$ cat src/rtl/iter_shift_right_pkg.sv
// Shared definitions for the iterative right shifter: default widths and FSM state encoding.
package iter_shift_right_pkg;

    localparam int WIDTH_DEF   = 32;
    localparam int SHAMT_W_DEF = 5;

    typedef enum logic [1:0] {
        IDLE  = 2'd0,
        SHIFT = 2'd1,
        DONE  = 2'd2
    } state_t;

endpackage

$ cat src/rtl/iter_shift_right_step.sv
// One-bit right step: drops bit 0 and inserts the fill bit at the MSB, built bit by bit.
module shift_right_1 #(
    parameter int WIDTH = 32
) (
    input  logic [WIDTH-1:0] in,
    input  logic             fill,
    output logic [WIDTH-1:0] out
);

    genvar i;
    generate
        for (i = 0; i < WIDTH - 1; i++) begin : g_bit
            assign out[i] = in[i+1];
        end
    endgenerate

    assign out[WIDTH-1] = fill;

endmodule

$ cat src/rtl/iter_shift_right.sv
// Multi-cycle right shifter (srl/sra/srlv/srav): one bit per clock, Moore busy/done.
module iter_shift_right
    import iter_shift_right_pkg::*;
#(
    parameter int WIDTH   = WIDTH_DEF,
    parameter int SHAMT_W = SHAMT_W_DEF
) (
    input  logic               clk,
    input  logic               reset,
    input  logic               start,
    input  logic [WIDTH-1:0]   operand,
    input  logic [SHAMT_W-1:0] shamt,
    input  logic               arith,
    output logic               busy,
    output logic               done,
    output logic [WIDTH-1:0]   result
);

    state_t             state;
    logic [WIDTH-1:0]   shift_q;
    logic [WIDTH-1:0]   step_out;
    logic [SHAMT_W-1:0] cnt;
    logic               fill;

    shift_right_1 #(.WIDTH(WIDTH)) u_step (
        .in   (shift_q),
        .fill (fill),
        .out  (step_out)
    );

    // NOTE: sequential state uses non-blocking assignments so every register
    // samples pre-edge values, independent of statement order.
    always_ff @(posedge clk) begin
        if (reset) begin
            state   <= IDLE;
            shift_q <= '0;
            cnt     <= '0;
            fill    <= 1'b0;
        end else begin
            case (state)
                IDLE: begin
                    if (start) begin
                        shift_q <= operand;
                        cnt     <= shamt;
                        // Fill is frozen at acceptance so sra keeps replicating the original sign.
                        fill    <= arith & operand[WIDTH-1];
                        state   <= SHIFT;
                    end
                end
                SHIFT: begin
                    if (cnt != '0) begin
                        shift_q <= step_out;
                        cnt     <= cnt - SHAMT_W'(1);
                    end else begin
                        state <= DONE;
                    end
                end
                DONE:    state <= IDLE;
                default: state <= IDLE;
            endcase
        end
    end

    assign busy   = (state != IDLE);
    assign done   = (state == DONE);
    assign result = shift_q;

endmodule

$ cat config.mk
export PLATFORM = sky130hd
export DESIGN_NAME = iter_shift_right
export DESIGN_NICKNAME = d
export VERILOG_FILES = /design/src/rtl/iter_shift_right_pkg.sv /design/src/rtl/iter_shift_right_step.sv /design/src/rtl/iter_shift_right.sv
export SDC_FILE = /design/constraint.sdc
export NUM_CORES = 1
export LEC_CHECK = 0
export ABC_AREA = 1
export BUFFER_PORTS_ARGS = -buffer_cell sky130_fd_sc_hd__buf_2
export CAP_MARGIN = 10
export CORE_ASPECT_RATIO = 0.8
export CORE_MARGIN = 8
export CORE_UTILIZATION = 27
export DETAILED_ROUTE_END_ITERATION = 10
export GPL_TIMING_DRIVEN = 0
export PLACE_DENSITY = 0.62
export REMOVE_ABC_BUFFERS = 1
export SYNTH_ARGS = -nofsm -noshare
export SYNTH_HDL_FRONTEND = slang
export SYNTH_SLANG_ARGS = --single-unit
$ cat constraint.sdc
create_clock -name clk -period 2.46 [get_ports clk]
set_input_delay 0 -clock clk [delete_from_list [all_inputs] [get_ports clk]]
set_output_delay 0 -clock clk [all_outputs]
set_load 0.02 [all_outputs]
==> results.toml <==
[run_status]
status = "finished, final reports clean"

[critical_path]
cp-end-kind = "register"
cp_max_fo = 42
required_ns = 2.69
crit_family = "simple AND/OR/NAND/NOR gates"
crit_top_cell = "nand2_1"
path_cells = "nand2_4, inv_4, nand2_2, a21oi_4, nand2_1, nand2_1"
ff2ff_path_depth = 6
rrSetupSlack_ns = 0.29
critPathSlowestCell = "a21oi_4"
reg2reg_from = "state[0]"
max_stage_delay_ns = 0.58
crit_path_start_kind = "register"
worst_r2r_endpoint = "result[30]"
crit_buf_inv = 1
crit_type = "register to register"
cp.arrival_ns = 2.39

[logic_synthesis]
yosysTopAreaCell = "nand2_1"
syn_avg_cell_area_sq_um = 6.18
yosys_register_bits = 40
synthTopCellsByArea = "nand2_1 (44%), dfxtp_1 (43%), inv_1 (1.4%)"
ys.flop_type = "dfxtp_1"
netlist_area_sq_um = 1870
yosysMostFrequentCell = "nand2_1"
seq_area_frac_synth = 0.429
synth_edf_count = 0
async_flop_share = 0
synth_cells = 302
yosys_warnings = 0
synth_cell_types = 20
synth_top_area_frac = 0.442
synth.top_cells.by_count = "nand2_1 (220), dfxtp_1 (40), inv_1 (7), clkbuf_1 (5), nor2_1 (4)"

[die]
die_h_um = 90.4
initial_core_util = 0.275
core_area_sq_um = 6790
dieArea_sq_um = 9850
ios = 75
fp.dieW_um = 109
rows = 27

[sta]
timing.final.hold_violations = 0
worst_pin_slew_ns = 0.635
finalCritPeriodShare = 0.881
tns_ns = 0
fin_worst_skew_ns = 0.0107
holdWs_ns = 0.00763
min_period_ns = 2.17
max-slew-margin-rel = 0.576
rsz0062_at_grt = "false"
max_freq_mhz = 462
report.final.slew_viol_count = 0
finalSetupViolCount = 0

[clocking]
clk_path_buf_depth = 2
clkTransAtPathRegs_ns = 0.08
root_buffer = "clkbuf_8"
post_cts_buffers = 0
h-tree-depth = 2
tritoncts = "yes"
numCtsBuffers = 5
clock-sinks = 40
clock_latency_ns = 0.29

[hold_path]
holdPathStages = 5
hold_start = "operand[17]"
whs_endpoint = "result[17]"
hold_class = "input port to register"

[final_layout]
regArea_sq_um = 801
drive_gt1_frac = 0.223
insertedDiodeCount = 0
multi_input_area_sq_um = 993
nFillCells = 762
final_util = 0.394
syn_to_final_growth_pct = 43.3
final_nets = 437

[pwr]
leakage_nw = 1.53
powerDensity_nw_per_um2 = 764
vdd_drop_max_mv = 0.289
p_total_w = 0.00204

[route]
viasPerCell = 4.23
drc = 0
avgRoutedWirePerCell_um = 11.7
num_vias = 2041
firstDrtPassIters = 4
drtIter0Drc = 93
wirelength_um = 5640
ant_nets = 0

[place]
io_buffers = 74
place_congestion = 0.703
dp_hpwl_um = 3410

[global_routing]
grt_overflow = 0
grt_max_degree = 43
track_usage = 0.119
antenna_found_initial = 0
grt_pass1_vias = 2028
grt_pass1_wl_um = 9540

[flow_run]
drv_cap = 0
where the power goes:
group	switching (W)	total, W	internal, W
sequential	0.0000684	0.000810	0.000741
clock	0.000230	0.000629	0.000400
combinational	0.000397	0.000605	0.000207
total	0.000696	0.00204	0.00135
through the flow:
step	area, sq um	worst slack [ns]	instances
after floorplan	1800	0.477	289
after global placement	2280	-0.462	450
after detailed placement	2280	-0.432	450
after CTS	2680	0.255	482
after global routing	2680	0.0238	482
final	2680	0.294	482
cell usage in the layout, fill, tap and decap left out:
cell type,instances
nor2_1,4
ha_1,1
dfxtp_1,40
nand2_4,1
xor2_1,1
a211oi_1,1
nand3_1,3
buf_2,74
a21oi_4,2
dlygate4sd3_1,24
nand2_2,2
o21ai_0,3
a21oi_1,1
inv_1,7
nand3b_1,1
nor2_8,1
inv_4,1
nand2_1,220
clkbuf_8,5
bufinv_16,2
nor3_1,1
registers in the layout, indices dropped and copies added, names as in the netlist:
register / flops
cnt: 5
fill: 1
result: 32
state: 2
kinds of logic after synthesis:
kind of cell               count (synthesis)  synth area share
adders and majority gates                  1           0.00670
and+or+nand+nor                          233             0.486
AOI/OAI and AO/OA                          6            0.0235
buffers and inverters                     21            0.0503
DFF                                       40             0.429
xor gates and xnor gates                   1           0.00469
worst max path at each step:
stage	start	endpoint	slack, ns	depth (start not counted)
final	state[0]	result[30]	0.29	6
after global routing	state[1]	cnt[4]	0.02	8
after CTS	state[1]	result[27]	0.25	7
after detailed placement	state[1]	result[30]	-0.43	7
after global placement	state[1]	result[7]	-0.46	7
after floorplan	state[1]	cnt[0]	0.48	7
worst min-delay path: stages:
cell	delay, ns
buf_2	0.08
nand2_1	0.05
nand2_1	0.06
nand2_1	0.05
nand2_1	0.04
layout make-up:
class	instances	area share
clock buffer	5	0.0257
clock inverter	2	0.0225
inverter	8	0.0122
multi-input combinational	242	0.371
tap	87	0.0407
timing repair buffer	98	0.228
sequential	40	0.299
timing repair:
item,in CTS,in global routing
resized for setup,3,0
endpoints found under the hold margin,24,0
setup endpoints to repair,38,0
hold buffers,24,0
per-layer routing:
metal | track usage | vias to the layer above | wire [um]
met5 | 0 | - | 0
met3 | 0.0471 | 5 | 390
met4 | 0.0205 | 0 | 35
li1 | - | 1093 | -
met1 | 0.143 | 895 | 2710
met2 | 0.195 | 48 | 2510
Power figures use the tool's default switching activity.
